**config.mk**
```make
export PLATFORM = sky130hd
export DESIGN_NAME = sparc_alu_32bit_flat
export DESIGN_NICKNAME = d
export VERILOG_FILES = /design/src/rtl/alu_pkg.sv /design/src/rtl/sparc_alu_32bit_if.sv /design/src/rtl/alu_cc_reg.sv /design/src/rtl/sparc_alu_32bit.sv /design/src/flat_wrapper.sv
export SDC_FILE = /design/constraint.sdc
export NUM_CORES = 1
export LEC_CHECK = 0
export BUFFER_PORTS_ARGS = -buffer_cell sky130_fd_sc_hd__buf_2
export CORE_MARGIN = 2
export CORE_UTILIZATION = 56
export DETAILED_ROUTE_END_ITERATION = 10
export PLACE_DENSITY = 0.8
export SYNTH_ARGS = -nofsm -noshare
export SYNTH_HDL_FRONTEND = slang
export SYNTH_SLANG_ARGS = --single-unit
```
**constraint.sdc**
```tcl
create_clock -name clk -period 5.93 [get_ports clk]
set_input_delay 0.2965 -clock clk [delete_from_list [all_inputs] [get_ports clk]]
set_output_delay 0.2965 -clock clk [all_outputs]
set_load 0.02 [all_outputs]
```
**src/rtl/alu_pkg.sv**
```systemverilog
// alu_pkg: opcode codes, set-cc bit index and condition-code flag type for sparc_alu_32bit
package alu_pkg;
  localparam int WIDTH = 32;
  localparam int S_BIT = 4;
  localparam logic [5:0] OP_ADD  = 6'b000000;
  localparam logic [5:0] OP_AND  = 6'b000001;
  localparam logic [5:0] OP_OR   = 6'b000010;
  localparam logic [5:0] OP_XOR  = 6'b000011;
  localparam logic [5:0] OP_SUB  = 6'b000100;
  localparam logic [5:0] OP_ANDN = 6'b000101;
  localparam logic [5:0] OP_ORN  = 6'b000110;
  localparam logic [5:0] OP_XNOR = 6'b000111;
  localparam logic [5:0] OP_ADDX = 6'b001000;
  localparam logic [5:0] OP_SUBX = 6'b001100;
  localparam logic [5:0] OP_SLL  = 6'b100101;
  localparam logic [5:0] OP_SRL  = 6'b100110;
  localparam logic [5:0] OP_SRA  = 6'b100111;
  typedef struct packed {
    logic n;
    logic z;
    logic c;
    logic v;
  } flags_t;
endpackage

```
**src/rtl/sparc_alu_32bit_if.sv**
```systemverilog
// sparc_alu_32bit_if: operand, opcode, result and condition-code bundle of the ALU
interface sparc_alu_32bit_if;
  logic [31:0] A_in;
  logic [31:0] B_in;
  logic [5:0]  opcode;
  logic        carry;
  logic [31:0] result;
  logic        N;
  logic        Z;
  logic        C;
  logic        V;
  modport master (output A_in, B_in, opcode, carry, input result, N, Z, C, V);
  modport slave  (input A_in, B_in, opcode, carry, output result, N, Z, C, V);
endinterface

```
**src/rtl/alu_cc_reg.sv**
```systemverilog
// alu_cc_reg: condition-code register with load enable and asynchronous active-low clear
module alu_cc_reg
  import alu_pkg::*;
(
  input  logic   clk,
  input  logic   rst_n,
  input  logic   load,
  input  flags_t flags_in,
  output flags_t flags_q
);
  flags_t flags_d;
  // next flags: take new codes only when a cc operation loads them
  always_comb flags_d = load ? flags_in : flags_q;
  // flag storage, cleared immediately while rst_n is low
  always_ff @(posedge clk or negedge rst_n)
    if (!rst_n) flags_q <= '0;
    else flags_q <= flags_d;
endmodule

```
**src/rtl/sparc_alu_32bit.sv**
```systemverilog
// sparc_alu_32bit: 32-bit combinational ALU with registered N/Z/C/V condition codes
// Build option ALU_INTERNAL_CARRY_EN: ADDX/SUBX use the registered C flag instead of the carry port.
module sparc_alu_32bit
  import alu_pkg::*;
(
  input logic clk,
  input logic rst_n,
  sparc_alu_32bit_if.slave bus
);
  flags_t flags_q;
  flags_t flags_new;
  logic [WIDTH-1:0] a, b, res;
  logic [WIDTH:0] sum;
  logic [5:0] code;
  logic cin, c, v, arith_logic;
  assign a = bus.A_in;
  assign b = bus.B_in;
  assign code = {bus.opcode[5], 1'b0, bus.opcode[3:0]};
`ifdef ALU_INTERNAL_CARRY_EN
  assign cin = flags_q.c;
`else
  assign cin = bus.carry;
`endif
  // decode the base code into a result plus carry/overflow for flag-updating ops
  always_comb begin
    sum = '0;
    res = '0;
    c = 1'b0;
    v = 1'b0;
    arith_logic = 1'b1;
    case (code)
      OP_ADD, OP_ADDX: begin
        sum = {1'b0, a} + {1'b0, b} + {{WIDTH{1'b0}}, cin & (code == OP_ADDX)};
        res = sum[WIDTH-1:0];
        c = sum[WIDTH];
        v = (a[WIDTH-1] == b[WIDTH-1]) && (res[WIDTH-1] != a[WIDTH-1]);
      end
      OP_SUB, OP_SUBX: begin
        sum = {1'b0, a} - {1'b0, b} - {{WIDTH{1'b0}}, cin & (code == OP_SUBX)};
        res = sum[WIDTH-1:0];
        c = sum[WIDTH];
        v = (a[WIDTH-1] != b[WIDTH-1]) && (res[WIDTH-1] != a[WIDTH-1]);
      end
      OP_AND:  res = a & b;
      OP_OR:   res = a | b;
      OP_XOR:  res = a ^ b;
      OP_ANDN: res = a & ~b;
      OP_ORN:  res = a | ~b;
      OP_XNOR: res = ~(a ^ b);
      OP_SLL: begin
        res = a << b[4:0];
        arith_logic = 1'b0;
      end
      OP_SRL: begin
        res = a >> b[4:0];
        arith_logic = 1'b0;
      end
      OP_SRA: begin
        res = $signed(a) >>> b[4:0];
        arith_logic = 1'b0;
      end
      default: arith_logic = 1'b0;
    endcase
  end
  assign flags_new = '{n: res[WIDTH-1], z: (res == '0), c: c, v: v};
  alu_cc_reg u_cc (
    .clk(clk),
    .rst_n(rst_n),
    .load(bus.opcode[S_BIT] & arith_logic),
    .flags_in(flags_new),
    .flags_q(flags_q)
  );
  assign bus.result = res;
  assign bus.N = flags_q.n;
  assign bus.Z = flags_q.z;
  assign bus.C = flags_q.c;
  assign bus.V = flags_q.v;
endmodule

```
**src/flat_wrapper.sv**
```systemverilog
// flat-port wrapper written by rule: the top's interface ports become plain ports
module sparc_alu_32bit_flat import alu_pkg::*;
  (clk, rst_n, bus_A_in, bus_B_in, bus_opcode, bus_carry, bus_result, bus_N, bus_Z, bus_C, bus_V);
  sparc_alu_32bit_if bus_i ();
  input logic clk;
  input logic rst_n;
  input wire logic [$bits(bus_i.A_in)-1:0] bus_A_in;
  input wire logic [$bits(bus_i.B_in)-1:0] bus_B_in;
  input wire logic [$bits(bus_i.opcode)-1:0] bus_opcode;
  input wire logic [$bits(bus_i.carry)-1:0] bus_carry;
  output wire logic [$bits(bus_i.result)-1:0] bus_result;
  output wire logic [$bits(bus_i.N)-1:0] bus_N;
  output wire logic [$bits(bus_i.Z)-1:0] bus_Z;
  output wire logic [$bits(bus_i.C)-1:0] bus_C;
  output wire logic [$bits(bus_i.V)-1:0] bus_V;
  assign bus_i.A_in = bus_A_in;
  assign bus_i.B_in = bus_B_in;
  assign bus_i.opcode = bus_opcode;
  assign bus_i.carry = bus_carry;
  assign bus_result = bus_i.result;
  assign bus_N = bus_i.N;
  assign bus_Z = bus_i.Z;
  assign bus_C = bus_i.C;
  assign bus_V = bus_i.V;
  sparc_alu_32bit u_core (.clk(clk), .rst_n(rst_n), .bus(bus_i));
endmodule
```
==> flow_metrics.py <==
metrics = {
    "power": {
        "p_seq_share_pct": 2.2,
        "power_switching_w": 0.000854,
        "switching_share_pct": 59.8,
        "p_leak_nw": 4.68,
        "power_frac_comb_pct": 90.4,
        "p_int_w": 0.000574,
        "clock_power_share_pct": 7.5,
        "power_density_nw_per_um2": 127,
        "p_total_w": 0.00143,
        "ir_drop_uv": 74.0,
    },
    "yosys": {
        "synthArstFlopShare_pct": 100,
        "synth_area_sq_um": 10500,
        "yosysWarnings": 0,
        "synth_edf_count": 0,
        "post_synth_num_cell_types": 88,
        "synth_ff_type": "dfrtp_1",
        "netlist_instances": 1533,
        "syn_avg_cell_area_sq_um": 6.87,
        "synth_fp_nets": 1704,
        "yosysSeqAreaShare_pct": 0.950,
        "ys_ff_latch": 4,
    },
    "clocking": {
        "ctsHoldBuffers": 1,
        "cts.sinks": 4,
        "cts-root-buf": "clkbuf_16",
        "cts_tree": "built",
        "cts_buffers": 3,
        "clk_path_buf_depth": 2,
        "clkTransAtPathRegs_ns": 0.03,
        "htreeDepth": 1,
        "clock_latency_ns": 0.23,
        "post_cts_buffers": 0,
        "cts_resized": 0,
    },
    "drt": {
        "drtPass1Iterations": 6,
        "antenna_left": 0,
        "vias": 13400,
        "initialDrtViolationCount": 1730,
        "via_per_inst": 7.49,
        "detail_route.wirelength_microns": 49400,
        "drc": 0,
        "wl_per_cell_microns": 27.5,
    },
    "job": {
        "maxCapViolations": 0,
    },
    "timing": {
        "setup_viol": 0,
        "tightestPinTransition_ns": 1.12,
        "fmax_ghz": 0.185,
        "rsz0062_at_grt": "no",
        "fin_crit_ns": 5.39,
        "slew_viol_final": 0,
        "final.period_utilization_pct": 90.9,
        "clock_skew_ns": 0,
        "finalHoldViolCount": 0,
        "fin_tns_setup_ns": 0,
        "slew-limit-headroom_pct": 25.0,
        "timing.hold.ws_ns": 0.419,
    },
    "critical_path": {
        "startpoint_type": "input port",
        "worst_ep_arrival_time_ns": 5.52,
        "reg2regPathDepth": 1,
        "criticalPathCategory": "in -> reg",
        "r2r_setup_slack_ns": 5.18,
        "critPathMaxFanout": 5,
        "end_kind": "register",
        "required_ns": 6.06,
    },
    "cells_and_area": {
        "layout_commonest_cell": "nand2_1",
        "drive_above_1_share_pct": 14.5,
        "area_growth_pct": 6.76,
        "regMostFlops": "u_core.u_cc.flags_q",
        "stdcell_area_sq_um": 11200,
        "instances_no_fill": 1794,
        "top_regs": "u_core.u_cc.flags_q: 4 flops",
        "layout_common_cells": "nand2_1 (131), nor2_1 (111), a21oi_1 (110)",
        "largest_reg_flops": 4,
        "nets": 1732,
    },
    "floorplan": {
        "io_pins": 109,
        "row_count": 50,
        "die_h_microns": 141,
        "die_area_sq_um": 19900,
        "initial_utilization_pct": 56.7,
        "coreArea_sq_um": 18600,
        "dieWidth_microns": 141,
    },
    "global_route": {
        "grt_pass1_wl_microns": 73900,
        "grt_max_degree": 85,
        "grt_pass1_vias": 12500,
        "grt.total_usage_pct": 47.9,
        "grt_overflow": 0,
        "antenna_found_initial": 1,
    },
    "worst_hold_path": {
        "hold_class": "in -> async",
    },
    "placement": {
        "port_buffers": 108,
        "dp_cells": 1789,
        "dpl.hpwl_microns": 38500,
        "postPlaceCellArea_sq_um": 11200,
        "place_congestion": 1.09,
    },
    "run_status": {
        "status": "finished, final reports clean",
    },
}
[synthesized netlist by cell type, drive strengths merged, types with 26 or more instances]
library cell / number / area share [%]
nand3: 44 / 2.1
a211oi: 26 / 1.9
inv: 110 / 3.9
xor2: 26 / 2.2
o21ai: 108 / 5.1
a21oi: 110 / 5.2
buf: 35 / 1.8
clkbuf: 86 / 3.1
xnor2: 57 / 4.7
mux2i: 68 / 6.5
nand2: 131 / 4.7
mux4: 32 / 6.9
nor3: 37 / 1.8
o22ai: 31 / 1.8
o211ai: 31 / 2.2
ha: 94 / 11
nor2: 111 / 4.0
[area by class of cell]
cell class / count / area [sq um]
Clock buffer: 3 / 75.1
Multi-Input combinational cell: 1295 / 9520
Sequential cell: 4 / 100
Tap cell: 234 / 293
Timing Repair Buffer: 144 / 831
Antenna cell: 1 / 2.50
Inverter: 113 / 424
Fill cell: 1843 / 7340
[per-stage QoR]
step	util, %	setup WS [ns]
2_1_floorplan	-	0.0804
3_3_place_gp	60.0	0.548
3_5_place_dp	60.0	0.397
4_1_cts	60.5	0.642
5_1_grt	60.5	0.284
6_report	60.5	0.539
[final timing paths]
kind / start / end
min in group clk: u_core.u_cc.flags_q[0]$_DFFE_PN0P_ / u_core.u_cc.flags_q[0]$_DFFE_PN0P_
max in group asynchronous: rst_n / u_core.u_cc.flags_q[2]$_DFFE_PN0P_
worst min register to register: u_core.u_cc.flags_q[0]$_DFFE_PN0P_ / u_core.u_cc.flags_q[0]$_DFFE_PN0P_
worst max register to register: u_core.u_cc.flags_q[3]$_DFFE_PN0P_ / u_core.u_cc.flags_q[3]$_DFFE_PN0P_
worst max-delay path: bus_opcode[1] / u_core.u_cc.flags_q[2]$_DFFE_PN0P_
worst min-delay path: rst_n / u_core.u_cc.flags_q[0]$_DFFE_PN0P_
[routing by layer]
layer,up-vias,track usage (%),routed length [microns]
met5,-,0,0
met4,0,32.9,4320
met3,257,7.81,5530
met2,1109,74.9,21200
met1,6214,60.3,18400
li1,5849,-,-
[power by group through the flow]
stage               registers [W]  logic (W)  clock network [W]
detailed placement      0.0000310    0.00123                  0
floorplan               0.0000339   0.000855                  0
global placement        0.0000309    0.00123                  0
CTS                     0.0000309    0.00124           0.000106
global route            0.0000311    0.00137           0.000109
finish                  0.0000309    0.00129           0.000107
[logic make-up (layout without fill, tap and decap cells)]
| family | Yosys count | count (layout) | synth area share [%] |
|---|---|---|---|
| buffers and inverters | 234 | 260 | 8.89 |
| AND/OR/NAND/NOR | 474 | 474 | 22.5 |
| multiplexers | 125 | 125 | 16.0 |
| XOR/XNOR | 83 | 83 | 6.90 |
| other | 0 | 1 | 0 |
| flip-flops | 4 | 4 | 0.950 |
| adder cells (fa/ha/maj) | 98 | 98 | 11.9 |
| AO/OA/AOI/OAI | 515 | 515 | 32.8 |
[critical path, stage by stage]
cell      delay, ns
buf_2          0.10
or2_2          0.34
nor3_2         0.17
nand3_1        0.12
fa_1           0.47
inv_1          0.07
ha_1           0.16
nor2_1         0.07
fa_1           0.42
a21boi_1       0.25
o221a_2        0.28
o21ai_1        0.08
and4_1         0.20
or2_2          0.26
or4_1          0.53
or4_1          0.51
nor4_1         0.28
nand4b_1       0.25
or4_1          0.47
o31ai_2        0.19
(Power assumes the default switching activity.)
